`src/rtl/scanline_fetch_if.sv`:
```
// Bus bundle for the scanline prefetcher: line request inputs, SRAM read port and FIFO write port.
// The slave modport is the fetcher itself; the master modport is the surrounding timing/SRAM/FIFO side.
interface scanline_fetch_if #(
   parameter int DATA_W    = 16,
   parameter int ADDR_W    = 18,
   parameter int LINE_BITS = 10,
   parameter int COL_BITS  = 10
);
   logic                 line_req;
   logic [LINE_BITS-1:0] line_num;
   logic [ADDR_W-1:0]    plane_base;
   logic [LINE_BITS-1:0] vscroll;
   logic [COL_BITS-1:0]  hscroll;
   logic [ADDR_W-1:0]    ram_addr;
   logic [DATA_W-1:0]    ram_din;
   logic                 ram_ce;
   logic                 ram_oe;
   logic                 ram_we;
   logic                 ram_lb;
   logic                 ram_hb;
   logic [DATA_W-1:0]    fifo_data;
   logic                 fifo_wr;
   logic                 fifo_afull;
   logic                 busy;
   logic                 line_done;
   logic                 overrun;

   modport master (
      output line_req, line_num, plane_base, vscroll, hscroll, ram_din, fifo_afull,
      input  ram_addr, ram_ce, ram_oe, ram_we, ram_lb, ram_hb,
      input  fifo_data, fifo_wr, busy, line_done, overrun
   );

   modport slave (
      input  line_req, line_num, plane_base, vscroll, hscroll, ram_din, fifo_afull,
      output ram_addr, ram_ce, ram_oe, ram_we, ram_lb, ram_hb,
      output fifo_data, fifo_wr, busy, line_done, overrun
   );
endinterface

```
`src/rtl/scanline_fetch.sv`:
```
// Scanline prefetcher: fetches one line of pixel words from SRAM into the pixel FIFO per request.
// Define HSCROLL_EN to start each line at column hscroll with in-line address wrap; otherwise column 0.
module scanline_fetch #(
   parameter int DATA_W     = 16,
   parameter int ADDR_W     = 18,
   parameter int LINE_WORDS = 800,
   parameter int NUM_LINES  = 600,
   parameter int LINE_BITS  = 10,
   parameter int COL_BITS   = 10,
   parameter int RD_LATENCY = 2
) (
   input logic             i_clk100,
   input logic             i_reset_n,
   scanline_fetch_if.slave io_bus
);

   localparam int CNT_W = $clog2(LINE_WORDS + 1);

   typedef enum logic [2:0] {IDLE, CALC, FETCH, DRAIN, DONE} state_t;

   state_t                r_state;
   logic [LINE_BITS-1:0]  r_lineNum;
   logic [LINE_BITS-1:0]  r_vscroll;
   logic [ADDR_W-1:0]     r_planeBase;
   logic [ADDR_W-1:0]     r_lineAddr;
   logic [COL_BITS-1:0]   r_col;
   logic [CNT_W-1:0]      r_issueCnt;
   logic [RD_LATENCY-1:0] r_validPipe;
`ifdef HSCROLL_EN
   logic [COL_BITS-1:0]   r_hscroll;
`endif

   logic [LINE_BITS:0]    w_lineSum;
   logic [LINE_BITS-1:0]  w_effLine;
   logic [ADDR_W-1:0]     w_lineAddrCalc;
   logic [ADDR_W-1:0]     w_baseAddr;
   logic [COL_BITS-1:0]   w_startCol;
   logic [COL_BITS-1:0]   w_curCol;
   logic [COL_BITS-1:0]   w_nextCol;
   logic                  w_issue;
   logic                  w_lastIssue;

   // Both operands are below NUM_LINES, so a single conditional subtract is a full modulo.
   assign w_lineSum      = {1'b0, r_lineNum} + {1'b0, r_vscroll};
   assign w_effLine      = (w_lineSum >= (LINE_BITS+1)'(NUM_LINES))
                         ? LINE_BITS'(w_lineSum - (LINE_BITS+1)'(NUM_LINES))
                         : w_lineSum[LINE_BITS-1:0];
   assign w_lineAddrCalc = r_planeBase + ADDR_W'(w_effLine) * ADDR_W'(LINE_WORDS);

`ifdef HSCROLL_EN
   assign w_startCol = r_hscroll;
`else
   assign w_startCol = '0;
`endif

   // CALC issues the first word directly so the first FIFO write lands 2+RD_LATENCY cycles after the request.
   assign w_curCol    = (r_state == CALC) ? w_startCol : r_col;
   assign w_baseAddr  = (r_state == CALC) ? w_lineAddrCalc : r_lineAddr;
   assign w_nextCol   = (w_curCol == COL_BITS'(LINE_WORDS - 1)) ? '0 : w_curCol + 1'b1;
   assign w_issue     = ((r_state == CALC) || (r_state == FETCH)) && !io_bus.fifo_afull;
   assign w_lastIssue = w_issue && (r_issueCnt == CNT_W'(LINE_WORDS - 1));

   assign io_bus.ram_we = 1'b0;
   assign io_bus.ram_lb = 1'b1;
   assign io_bus.ram_hb = 1'b1;

   always_ff @(posedge i_clk100 or negedge i_reset_n) begin
      if (!i_reset_n) begin
         r_state          <= IDLE;
         r_lineNum        <= '0;
         r_vscroll        <= '0;
         r_planeBase      <= '0;
         r_lineAddr       <= '0;
         r_col            <= '0;
         r_issueCnt       <= '0;
         r_validPipe      <= '0;
`ifdef HSCROLL_EN
         r_hscroll        <= '0;
`endif
         io_bus.ram_addr  <= '0;
         io_bus.ram_ce    <= 1'b0;
         io_bus.ram_oe    <= 1'b0;
         io_bus.fifo_data <= '0;
         io_bus.fifo_wr   <= 1'b0;
         io_bus.busy      <= 1'b0;
         io_bus.line_done <= 1'b0;
         io_bus.overrun   <= 1'b0;
      end else begin
         r_validPipe      <= (r_validPipe << 1) | RD_LATENCY'(w_issue);
         io_bus.fifo_wr   <= r_validPipe[RD_LATENCY-1];
         io_bus.line_done <= 1'b0;

         if (r_validPipe[RD_LATENCY-1]) begin
            io_bus.fifo_data <= io_bus.ram_din;
         end

         if (io_bus.line_req && (r_state != IDLE)) begin
            io_bus.overrun <= 1'b1;
         end

         if (w_issue) begin
            io_bus.ram_addr <= w_baseAddr + ADDR_W'(w_curCol);
            r_issueCnt      <= r_issueCnt + 1'b1;
         end

         if ((r_state == CALC) || (r_state == FETCH)) begin
            r_col <= w_issue ? w_nextCol : w_curCol;
         end

         // DONE keeps busy high for the line_done cycle so a request landing there is refused.
         case (r_state)
            IDLE: begin
               if (io_bus.line_req) begin
                  r_lineNum   <= io_bus.line_num;
                  r_vscroll   <= io_bus.vscroll;
                  r_planeBase <= io_bus.plane_base;
`ifdef HSCROLL_EN
                  r_hscroll   <= io_bus.hscroll;
`endif
                  r_issueCnt  <= '0;
                  io_bus.busy <= 1'b1;
                  r_state     <= CALC;
               end
            end
            CALC: begin
               r_lineAddr    <= w_lineAddrCalc;
               io_bus.ram_ce <= 1'b1;
               io_bus.ram_oe <= 1'b1;
               r_state       <= FETCH;
            end
            FETCH: begin
               io_bus.ram_ce <= 1'b1;
               io_bus.ram_oe <= 1'b1;
               if (w_lastIssue) begin
                  r_state <= DRAIN;
               end
            end
            DRAIN: begin
               io_bus.ram_ce <= 1'b0;
               io_bus.ram_oe <= 1'b0;
               if (r_validPipe == '0) begin
                  io_bus.line_done <= 1'b1;
                  r_state          <= DONE;
               end
            end
            DONE: begin
               io_bus.busy <= 1'b0;
               r_state     <= IDLE;
            end
            default: r_state <= IDLE;
         endcase
      end
   end

endmodule
```
`src/flat_wrapper.sv`:
```
// flat-port wrapper written by rule: the top's interface ports become plain ports
module scanline_fetch_flat 
#(
   parameter int DATA_W     = 16,
   parameter int ADDR_W     = 18,
   parameter int LINE_WORDS = 800,
   parameter int NUM_LINES  = 600,
   parameter int LINE_BITS  = 10,
   parameter int COL_BITS   = 10,
   parameter int RD_LATENCY = 2
)
  (i_clk100, i_reset_n, io_bus_line_req, io_bus_line_num, io_bus_plane_base, io_bus_vscroll, io_bus_hscroll, io_bus_ram_din, io_bus_fifo_afull, io_bus_ram_addr, io_bus_ram_ce, io_bus_ram_oe, io_bus_ram_we, io_bus_ram_lb, io_bus_ram_hb, io_bus_fifo_data, io_bus_fifo_wr, io_bus_busy, io_bus_line_done, io_bus_overrun);
  scanline_fetch_if #(.DATA_W(DATA_W), .ADDR_W(ADDR_W), .LINE_BITS(LINE_BITS), .COL_BITS(COL_BITS)) io_bus_i ();
  input logic i_clk100;
  input logic i_reset_n;
  input wire logic [$bits(io_bus_i.line_req)-1:0] io_bus_line_req;
  input wire logic [$bits(io_bus_i.line_num)-1:0] io_bus_line_num;
  input wire logic [$bits(io_bus_i.plane_base)-1:0] io_bus_plane_base;
  input wire logic [$bits(io_bus_i.vscroll)-1:0] io_bus_vscroll;
  input wire logic [$bits(io_bus_i.hscroll)-1:0] io_bus_hscroll;
  input wire logic [$bits(io_bus_i.ram_din)-1:0] io_bus_ram_din;
  input wire logic [$bits(io_bus_i.fifo_afull)-1:0] io_bus_fifo_afull;
  output wire logic [$bits(io_bus_i.ram_addr)-1:0] io_bus_ram_addr;
  output wire logic [$bits(io_bus_i.ram_ce)-1:0] io_bus_ram_ce;
  output wire logic [$bits(io_bus_i.ram_oe)-1:0] io_bus_ram_oe;
  output wire logic [$bits(io_bus_i.ram_we)-1:0] io_bus_ram_we;
  output wire logic [$bits(io_bus_i.ram_lb)-1:0] io_bus_ram_lb;
  output wire logic [$bits(io_bus_i.ram_hb)-1:0] io_bus_ram_hb;
  output wire logic [$bits(io_bus_i.fifo_data)-1:0] io_bus_fifo_data;
  output wire logic [$bits(io_bus_i.fifo_wr)-1:0] io_bus_fifo_wr;
  output wire logic [$bits(io_bus_i.busy)-1:0] io_bus_busy;
  output wire logic [$bits(io_bus_i.line_done)-1:0] io_bus_line_done;
  output wire logic [$bits(io_bus_i.overrun)-1:0] io_bus_overrun;
  assign io_bus_i.line_req = io_bus_line_req;
  assign io_bus_i.line_num = io_bus_line_num;
  assign io_bus_i.plane_base = io_bus_plane_base;
  assign io_bus_i.vscroll = io_bus_vscroll;
  assign io_bus_i.hscroll = io_bus_hscroll;
  assign io_bus_i.ram_din = io_bus_ram_din;
  assign io_bus_i.fifo_afull = io_bus_fifo_afull;
  assign io_bus_ram_addr = io_bus_i.ram_addr;
  assign io_bus_ram_ce = io_bus_i.ram_ce;
  assign io_bus_ram_oe = io_bus_i.ram_oe;
  assign io_bus_ram_we = io_bus_i.ram_we;
  assign io_bus_ram_lb = io_bus_i.ram_lb;
  assign io_bus_ram_hb = io_bus_i.ram_hb;
  assign io_bus_fifo_data = io_bus_i.fifo_data;
  assign io_bus_fifo_wr = io_bus_i.fifo_wr;
  assign io_bus_busy = io_bus_i.busy;
  assign io_bus_line_done = io_bus_i.line_done;
  assign io_bus_overrun = io_bus_i.overrun;
  scanline_fetch #(.DATA_W(DATA_W), .ADDR_W(ADDR_W), .LINE_WORDS(LINE_WORDS), .NUM_LINES(NUM_LINES), .LINE_BITS(LINE_BITS), .COL_BITS(COL_BITS), .RD_LATENCY(RD_LATENCY)) u_core (.i_clk100(i_clk100), .i_reset_n(i_reset_n), .io_bus(io_bus_i));
endmodule
```
`config.mk`:
```
export PLATFORM = sky130hd
export DESIGN_NAME = scanline_fetch_flat
export DESIGN_NICKNAME = d
export VERILOG_FILES = /design/src/rtl/scanline_fetch_if.sv /design/src/rtl/scanline_fetch.sv /design/src/flat_wrapper.sv
export SDC_FILE = /design/constraint.sdc
export NUM_CORES = 1
export LEC_CHECK = 0
export CAP_MARGIN = 20
export CELL_PAD_IN_SITES_DETAIL_PLACEMENT = 1
export CELL_PAD_IN_SITES_GLOBAL_PLACEMENT = 2
export CORE_ASPECT_RATIO = 2
export CORE_MARGIN = 3
export CORE_UTILIZATION = 35
export DETAILED_ROUTE_END_ITERATION = 16
export PLACE_DENSITY = 0.89
export SETUP_SLACK_MARGIN = 0.1
export SLEW_MARGIN = 0
export SYNTH_ARGS = -nofsm -noshare
export SYNTH_HDL_FRONTEND = slang
export SYNTH_SLANG_ARGS = --single-unit
```
`constraint.sdc`:
```
create_clock -name i_clk100 -period 8.85 [get_ports i_clk100]
set_clock_uncertainty 0.1 [all_clocks]
set_input_delay 2.655 -clock i_clk100 [delete_from_list [all_inputs] [get_ports i_clk100]]
set_output_delay 2.655 -clock i_clk100 [all_outputs]
set_load 0.005 [all_outputs]
```
Word level (Yosys, flattened, before mapping) --
Index checks and enable logic that the tools add are counted.
Operators by class: order comparisons 1, reduce and logical (&&, ||, !) cells 14, $add $sub $neg 6, multiplexer cells 17, eq/ne operators 9, $mul 1, bitwise operators 1
Operators by type and width (count):
- 10-bit two-way mux | 7
- 10-bit by 1-bit adder with 10-bit output, second input constant | 2
- 10-bit == test, second input constant | 2
- 18-bit by 10-bit adder with 18-bit output | 1
- 18-bit adder | 1
- 18-bit two-way mux | 1
- 10-bit by 5-bit multiplier with 13-bit output, second input constant | 1
- 3-bit case mux with 4 select lines | 1
- 10-bit by 10-bit adder with 11-bit output | 1
- 11-bit by 10-bit greater-or-equal comparator with 1-bit output, second input constant | 1
- 10-bit subtractor, second input constant | 1
- 3-bit two-way mux | 3
- 3-bit by 2-bit == test with 1-bit output, second input constant | 2
- 2-bit by 1-bit != test with 1-bit output, second input constant | 2
- 1-bit case mux with 2 select lines | 2
- 2-bit AND reduction | 2
- 2-bit nonzero test | 2
- 3-bit by 1-bit == test with 1-bit output, second input constant | 1
- 3-bit == test, second input constant | 1
- 1-bit logical AND | 3
- 3-bit logical NOT | 1
- 1-bit two-way mux | 3
- 3-bit AND reduction | 1
- 3-bit nonzero test | 1
- 6 further kinds | 6
Storage, ports and cells: register bits 120, bits of input ports 68, logic and storage cells 64

Depth between registers and ports, before layout --
Gate-level depths: netlist of the first run.
depth in word-level cells 7, gate-level depth with buffers 33, gate-level depth less buffers 33

Least setup slack after synthesis of the first run --
Ideal clock, no wire load.
path type flip-flop to flip-flop, from register u_core.r_vscroll[0], to register u_core.io_bus.ram_addr[17], data arrival time 6.582 ns, required time 8.685 ns, clock period less this slack 6.747 ns, stages on the path, launching flop included 32, setup slack 2.103 ns, path buffers 0, cells stage by stage dfrtp_1 > ha_1 > inv_1 > fa_1 > nand2b_1 > a21oi_1 > xnor2_1 > inv_1 > ha_1 > or2_1 > a221oi_4 > a21o_2 > mux2_2 > ha_1 > ha_1 > inv_1 > fa_1 > inv_1 > ha_1 > inv_1 > o21bai_1 > a21oi_1 > o21bai_1 > a21oi_1 > xnor2_1 > ha_1 > or4_1 > nand3_1 > nand4b_1 > or3_1 > mux2i_1 > a211o_1
Between the ends: longest elaborated chain between the ends 7, elaborated cells on any way between the ends 8, those cells by class add/sub: 4; mul: 1; order compare: 1; mux: 2
RTL lines:
- start, declared | RTL line scanline_fetch.sv:23 | logic [LINE_BITS-1:0] r_vscroll;
- start signal, assigned | RTL line scanline_fetch.sv:115 | r_vscroll <= io_bus.vscroll;
- 10-bit by 10-bit adder with 11-bit output * | RTL line scanline_fetch.sv:44 | assign w_lineSum = {1'b0, r_lineNum} + {1'b0, r_vscroll};
- 10-bit subtractor or 11-bit by 10-bit greater-or-equal comparator with 1-bit output (tied branches) | RTL line scanline_fetch.sv:46, scanline_fetch.sv:45
- 10-bit two-way mux * | RTL line scanline_fetch.sv:46 | ? LINE_BITS'(w_lineSum - (LINE_BITS+1)'(NUM_LINES))
- 10-bit by 5-bit multiplier with 13-bit output * | RTL line scanline_fetch.sv:48 | assign w_lineAddrCalc = r_planeBase + ADDR_W'(w_effLine) * ADDR_W'(LINE_WORDS);
- 18-bit adder * | RTL line scanline_fetch.sv:48
- 18-bit two-way mux * | RTL line scanline_fetch.sv:58 | assign w_baseAddr = (r_state == CALC) ? w_lineAddrCalc : r_lineAddr;
- named net u_core.w_baseAddr[16] | RTL line scanline_fetch.sv:36 | logic [ADDR_W-1:0] w_baseAddr;
- 18-bit by 10-bit adder with 18-bit output * | RTL line scanline_fetch.sv:102 | io_bus.ram_addr <= w_baseAddr + ADDR_W'(w_curCol);
- end signal, assigned | RTL line scanline_fetch.sv:102
- end, declared | RTL line scanline_fetch_if.sv:36 | output ram_addr, ram_ce, ram_oe, ram_we, ram_lb, ram_hb,
The timed path passes the listed nets; every way through them passes the cells marked *. A chain may end at the register's enable or synchronous reset.

Final worst setup path of the first run --
Ends and elaborated chain as after synthesis.

==> out/results.ini, run 1 <==
[clock_tree]
htree_levels = 4
cts_made_buffers = 17
cts_hold_buf = 0
clockRootBuffer = clkbuf_16
clock_path_buffers = 2
cts.repair.resized = 0
clock_sinks = 120
clkTransAtPathRegs_ns = 0.06
insertion_delay_ns = 0.42
cts_tree = done
post-cts-setup-buffers = 0

[logic_synthesis]
synth_cell_types = 70
yosysSeqAreaShare_pct = 40.43
syn_area_per_cell_sq_um = 10.08
syn_area_sq_um = 7427
synth_ff_type = dfrtp_1
synth_edf_count = 0
ys_warn_count = 0
syn_inst = 737
synth.ff_latch_count = 120
async_reset_ff_share_pct = 100.0

[final_layout]
drive_gt1_share_pct = 12.68
regArea_sq_um = 3003
syn_to_final_growth_pct = 24.58
nets = 972
fillCellCount = 2294
n_antenna_cell = 0
multi_input_comb_area_sq_um = 4109
fin_util_pct = 44.81

[sta]
finalMaxSlewViolations = 0
max_freq_ghz = 0.1301
worstMarginPinSlew_ns = 0.8627
slew_headroom_pct = 42.49
fin_crit_sh_pct = 86.84
rsz0062_at_grt = false
finalSetupTns_ns = 0
setup_viol = 0
final-hold-violation-count = 0
min_period_ns = 7.685

[die]
rows = 74
die-width_microns = 109.0
num_io_pins = 111
die_y_microns = 212.0
core_area_sq_um = 20650
dieArea_sq_um = 23110
start_util_pct = 35.97

[critical_path]
timing.rr.start = u_core.r_vscroll[0]
rr_endpoint = u_core.io_bus.ram_addr[17]
cp.required_ns = 9.11
slowest_delay_ns = 0.50
reg2reg_slack_ns = 1.16
cp.arrival_ns = 7.94
crit_fanout = 7
endpoint_kind = register
startpoint = u_core.r_vscroll[0]
critical_path_class = reg2reg
worst_path_most_repeated_cell = ha_1
reg2reg_depth = 32
startpoint_type = register
slowest_stage = fa_1

[global_routing]
grt_start_max_net_pins = 67
grt_pass1_vias = 6468
track_usage_pct = 17.31
antenna_found_initial = 0
grt_pass1_wl_microns = 31440
grt-ovfl-total = 0

[route]
vias_per_cell = 5.183
drt_iter0_drc = 158
vias = 5753
drc = 0
first_pass_iters = 5
wl_microns = 18580
drtAntennaViolNets = 0
wl_per_cell_microns = 16.74

[place]
port_buffers = 97
hpwlAfterDp_microns = 14210
gp_routability_congestion = 0.8282

[power]
p_seq_share_pct = 40.6
total_power_w = 0.001564
switching_share_pct = 25.18
power.density_nw_per_um2 = 169.1
p_comb_share_pct = 12.8
power.switching_w = 0.0003940
clkPwrFrac_pct = 46.6
power_leakage_nw = 4.458
p_int_w = 0.001170
peakVddDrop_mv = 0.1081

[status]
run_status = complete, no violations

[worst_hold_path]
min_to = u_core.io_bus.ram_addr[9]
hold_class = reg2reg
hold_start = u_core.io_bus.ram_addr[9]
hold_depth = 2

[flow_run]
drv_cap = 0

==> cell families (layout without fill, tap and decap cells) <==
kind of cell	after synthesis	after routing	share of synthesized area, %
compound gates	141	141	13.33
mux	59	59	8.912
flops	120	120	40.43
simple gates	215	215	13.93
buf+inv	78	184	4.313
xor+xnor	49	49	5.880
other cells	2	3	0.1011
fa+ha+maj	73	73	13.11
==> power groups by stage <==
stage	combinational (W)	sequential (W)	clock [W]
after floorplan	0.000105	0.000635	0
after global placement	0.000198	0.000643	0
after detailed placement	0.000204	0.000646	0
after CTS	0.000205	0.000636	0.000749
after global routing	0.000228	0.000643	0.000772
final	0.000200	0.000635	0.000729
==> cell usage after synthesis, types with 3 or more instances <==
master,instances,area (sq um)
nor3_1,12,60.06
nand2b_1,9,56.30
clkbuf_1,17,63.81
and2_1,12,75.07
mux2i_1,5,50.05
a31oi_1,3,18.77
mux2_2,53,596.8
inv_1,50,187.7
nand3_1,17,85.08
xor2_1,20,175.2
o21ai_1,4,20.02
fa_1,8,160.2
o211ai_1,5,37.54
nand4_1,3,18.77
nor2b_1,8,50.05
or4_1,3,22.52
a211oi_1,4,30.03
and3_1,5,31.28
o21bai_1,3,22.52
nand2_1,76,285.3
ha_1,65,813.3
xnor2_1,28,245.2
o31a_1,4,35.03
o21a_1,11,82.58
a21o_1,10,75.07
dfrtp_1,120,3003
a41oi_1,3,26.28
or3_1,6,37.54
nor2_1,44,165.2
buf_2,4,20.02
a21oi_1,28,140.1
o31ai_1,5,37.54
buf_4,4,30.03
nor3b_1,6,45.04
o21ai_0,34,170.2
nor4_1,5,31.28
==> worst max path at each step <==
stage / endpoint / slack (ns) / cells after the start
after global placement: u_core.io_bus.ram_addr[17] / 1.37 / 31
after CTS: u_core.io_bus.ram_addr[17] / 1.10 / 32
after floorplan: u_core.io_bus.ram_addr[17] / 2.10 / 31
after detailed placement: u_core.io_bus.ram_addr[17] / 1.17 / 32
after global routing: u_core.io_bus.ram_addr[17] / 0.66 / 32
final: u_core.io_bus.ram_addr[17] / 1.16 / 32
==> cell type report <==
class	instances	area share, %
multi-input combinational	540	44.41
sequential	120	32.45
timing repair buffer	102	10.87
clock buffer	21	5.085
tap	266	3.597
inverter	50	2.028
clock inverter	11	1.555
==> sequential cells by signal, indices dropped and copies added, names as in the netlist, 2 cells and up <==
| signal | count |
|---|---|
| u_core.io_bus.ram_addr | 18 |
| u_core.r_lineAddr | 18 |
| u_core.r_planeBase | 18 |
| u_core.io_bus.fifo_data | 16 |
| u_core.r_col | 10 |
| u_core.r_issueCnt | 10 |
| u_core.r_lineNum | 10 |
| u_core.r_vscroll | 10 |
| u_core.r_state | 3 |
| u_core.r_validPipe | 2 |
==> routing by layer <==
metal  vias to the layer above  GRT usage (%)  routed length [microns]
met5                         -              0                        0
met4                         0          6.146                      397
met3                        24          3.099                      444
met2                        81          34.14                    10990
met1                      2902          17.49                     6742
li1                       2746              -                        -
==> placed cells by master (no fill, tap or decap), types with 5 or more instances in the layout <==
| master | synthesis | layout |
|---|---|---|
| a21o_1 | 10 | 10 |
| a21oi_1 | 28 | 28 |
| and2_1 | 12 | 12 |
| buf_4 | 4 | 6 |
| clkbuf_16 | 0 | 17 |
| clkdlybuf4s50_1 | 0 | 96 |
| dfrtp_1 | 120 | 120 |
| fa_1 | 8 | 8 |
| ha_1 | 65 | 65 |
| inv_1 | 50 | 50 |
| mux2_2 | 53 | 53 |
| mux2i_1 | 5 | 5 |
| nand2_1 | 76 | 76 |
| nand2b_1 | 9 | 9 |
| nand3_1 | 17 | 17 |
| nor2_1 | 44 | 44 |
| nor2b_1 | 8 | 8 |
| nor3_1 | 12 | 12 |
| nor3b_1 | 6 | 6 |
| nor4_1 | 5 | 5 |
| o211ai_1 | 5 | 5 |
| o21a_1 | 11 | 11 |
| o21ai_0 | 34 | 34 |
| o31ai_1 | 5 | 5 |
| or3_1 | 6 | 6 |
| xnor2_1 | 28 | 28 |
| xor2_1 | 20 | 20 |
==> through the flow <==
step / worst slack (ns) / instance area (sq um) / hold WS, ns / cells
3_5_place_dp: 1.168 / 8638 / 0.3599 / 1078
5_1_grt: 0.6619 / 9253 / 0.4061 / 1110
4_1_cts: 1.100 / 9253 / 0.3741 / 1110
2_1_floorplan: 2.103 / 7431 / 0.2704 / 738
3_3_place_gp: 1.368 / 8638 / 0.3531 / 1078
6_report: 1.165 / 9253 / 0.3721 / 1110
==> critical path: cells and delay by family, from the launching register on <==
family,cells,cell delay (ns)
AOI/OAI and AO/OA,8,1.80
xor gates and xnor gates,3,0.59
adders and majority gates,8,2.45
buffers and inverters,4,0.27
DFF,1,0.36
muxes,1,0.16
and+or+nand+nor,8,1.87
Power figures use the tool's default switching activity.
==> run 2, diff against run 1 <==
- GPL_TIMING_DRIVEN: default -> 0
==> run 2 against run 1 <==
  * Setup slack worse by 0.089 ns
  * Combinational power rose by 6%
  * Highest routed layer unchanged
  * Largest power group unchanged
  * Via count up 1.8%
  * Clock power is 3% lower
  * Global-route usage grew 1.5 points
  * Total power is 0.46% lower
  * Critical path type unchanged
  * Register-to-register slack lost 0.09 ns
==> out/results.ini, run 2 (synthesis results as in run 1) <==
[critical_path]
cp.arrival_ns = 8.05  ; was 7.94 ns
crit_fanout = 7  ; unchanged
rr_endpoint = u_core.io_bus.ram_addr[17]  ; unchanged
endpoint_kind = register  ; unchanged
reg2reg_slack_ns = 1.08  ; was 1.16 ns
cp.required_ns = 9.13  ; was 9.11 ns
slowest_delay_ns = 0.50  ; about the same
path_buf_inv = 4  ; unchanged
startpoint_type = register  ; unchanged
cp_top_family = adder cells  ; unchanged
timing.rr.start = u_core.r_vscroll[0]  ; unchanged
worst_path_most_repeated_cell = ha_1  ; unchanged
reg2reg_depth = 32  ; unchanged
slowest_stage = fa_1  ; unchanged
critical_path_class = reg2reg  ; unchanged

[final_layout]
syn_to_final_growth_pct = 25.99  ; was 24.58%
n_antenna_cell = 0  ; unchanged
drive_gt1_share_pct = 12.79  ; was 12.68%
nets = 996  ; was 972
largestRegisters = u_core.io_bus.ram_addr (18), u_core.r_lineAddr (18), u_core.r_planeBase (18)  ; unchanged
layout_commonest_cell = dfrtp_1  ; unchanged
final_area_sq_um = 9358  ; was 9253 sq um
final_cell_mix = dfrtp_1, clkdlybuf4s50_1, nand2_1  ; unchanged

[route]
first_pass_iters = 4  ; was 5
wl_microns = 20330  ; was 18580 microns
drc = 0  ; unchanged
vias_per_cell = 5.163  ; was 5.183
drtAntennaViolNets = 0  ; unchanged
vias = 5855  ; was 5753
drt_iter0_drc = 154  ; was 158
wl_per_cell_microns = 17.93  ; was 16.74 microns

[worst_hold_path]
min_to = u_core.io_bus.fifo_wr  ; was u_core.io_bus.ram_addr[9]
hold_class = reg2reg  ; unchanged
hold_start = u_core.r_validPipe[1]  ; was u_core.io_bus.ram_addr[9]
hold_depth = 0  ; was 2

[die]
num_io_pins = 111  ; unchanged
start_util_pct = 35.97  ; unchanged
die-width_microns = 109.0  ; unchanged
dieArea_sq_um = 23110  ; unchanged
core_area_sq_um = 20650  ; unchanged
rows = 74  ; unchanged
die_y_microns = 212.0  ; unchanged

[global_routing]
track_usage_pct = 18.81  ; was 17.31%
grt.met1_usage_pct = 17.52  ; was 17.49%
grt_pass1_vias = 6667  ; was 6468
antenna_found_initial = 0  ; unchanged
grt_pass1_wl_microns = 33260  ; was 31440 microns
grt_util_met3_pct = 2.796  ; was 3.099%
grt.busiest_layer = met2  ; unchanged
grt-ovfl-total = 0  ; unchanged
met2_usage_pct = 37.92  ; was 34.14%
grt_start_max_net_pins = 62  ; was 67

[place]
gp_routability_congestion = 0.8109  ; was 0.8282
dpl_worst_slack_ns = 1.110  ; was 1.168 ns
port_buffers = 97  ; unchanged
place_area_sq_um = 8763  ; was 8638 sq um
hpwlAfterDp_microns = 15970  ; was 14210 microns

[clock_tree]
insertion_delay_ns = 0.43  ; was 0.42 ns
cts_made_buffers = 17  ; unchanged
htree_levels = 4  ; unchanged
cts.repair.resized = 0  ; unchanged
clockRootBuffer = clkbuf_16  ; unchanged
cts_tree = done  ; unchanged
post-cts-setup-buffers = 0  ; unchanged
cts_hold_buf = 0  ; unchanged
clock_sinks = 120  ; unchanged
clkTransAtPathRegs_ns = 0.06  ; about the same
clock_path_buffers = 2  ; unchanged

[status]
run_status = complete, no violations  ; unchanged

[power]
power.density_nw_per_um2 = 166.4  ; was 169.1 nW/um^2
power_leakage_nw = 4.484  ; was 4.458 nW
peakVddDrop_mv = 0.1279  ; was 0.1081 mV

[sta]
final-hold-violation-count = 0  ; unchanged
slew_headroom_pct = 49.93  ; was 42.49%
max_freq_ghz = 0.1286  ; was 0.1301 GHz
fin_crit_sh_pct = 87.84  ; was 86.84%
setup_viol = 0  ; unchanged
final.setup.worst_slack_ns = 1.076  ; was 1.165 ns
worstMarginPinSlew_ns = 0.7321  ; was 0.8627 ns
rsz0062_at_grt = false  ; unchanged
finalMaxSlewViolations = 0  ; unchanged
min_period_ns = 7.774  ; was 7.685 ns

[flow_run]
drv_cap = 0  ; unchanged

## run 2: cell count changes in the layout (fill, tap and decap cells not counted), moves of 3 or more
cell        before  now
clkbuf_1         1   18
buf_2            0    4
clkinvlp_4       1    4
clkbuf_8         3    0
clkinv_2         4    0
## run 2: cell type report
type / count / area (sq um)
fillers: 2315 / 11290
multi-input cells: 540 / 4108
flip-flops and latches: 120 / 3003
repair buffers: 98 / 999.7
clock buffers: 18 / 429.2
well taps: 266 / 332.8
inverters: 50 / 187.7
clock inverters: 14 / 165.2
plain buffers: 28 / 132.6
## run 2: worst max path at each step
stage                                 end                start  slack, ns  cells past startpoint
3_5_place_dp   u_core.io_bus.ram_addr[17]  u_core.r_vscroll[0]       1.11                     31
5_1_grt        u_core.io_bus.ram_addr[17]  u_core.r_vscroll[0]       0.52                     32
6_report       u_core.io_bus.ram_addr[17]  u_core.r_vscroll[0]       1.08                     32
2_1_floorplan  u_core.io_bus.ram_addr[17]  u_core.r_vscroll[0]       2.10                     31
3_3_place_gp   u_core.io_bus.fifo_data[2]            i_reset_n      -0.07                      1
4_1_cts        u_core.io_bus.ram_addr[17]  u_core.r_vscroll[0]       1.07                     31
## run 2: per-layer routing
layer | vias up | part of all wire (%)
li1 | 2799 | -
met5 | - | 0
met2 | 94 | 60
met4 | 0 | 3.4
met1 | 2928 | 34
met3 | 34 | 2.2
## run 2: metrics by stage
| stage | total power, W | utilization, % | TNS, ns | hold WS [ns] | instances |
|---|---|---|---|---|---|
| after floorplan | 0.0007397 | - | 0 | 0.2704 | 738 |
| after detailed placement | 0.0008569 | 42.44 | 0 | 0.2986 | 1102 |
| after CTS | 0.001580 | 45.32 | 0 | 0.3127 | 1134 |
| final | 0.001557 | 45.32 | 0 | 0.3099 | 1134 |
| after global routing | 0.001630 | 45.32 | 0 | 0.3435 | 1134 |
| after global placement | 0.0008468 | 42.30 | -6.380 | 0.2920 | 1101 |
## run 2: power breakdown
part | total, W | switching (W) | leakage, nW | internal [W]
Combinational | 0.000213 | 0.0000997 | 2.67 | 0.000113
Clock | 0.000710 | 0.000288 | 0.278 | 0.000421
Sequential | 0.000635 | 0.0000406 | 1.54 | 0.000595
Total | 0.00156 | 0.000428 | 4.48 | 0.00113
==> run 3, diff against run 2 <==
- ABC_CLOCK_PERIOD_IN_PS: default -> 8850
==> results of run 3 <==
Same layout as run 2: the final DEF is identical, and so are final timing and power.
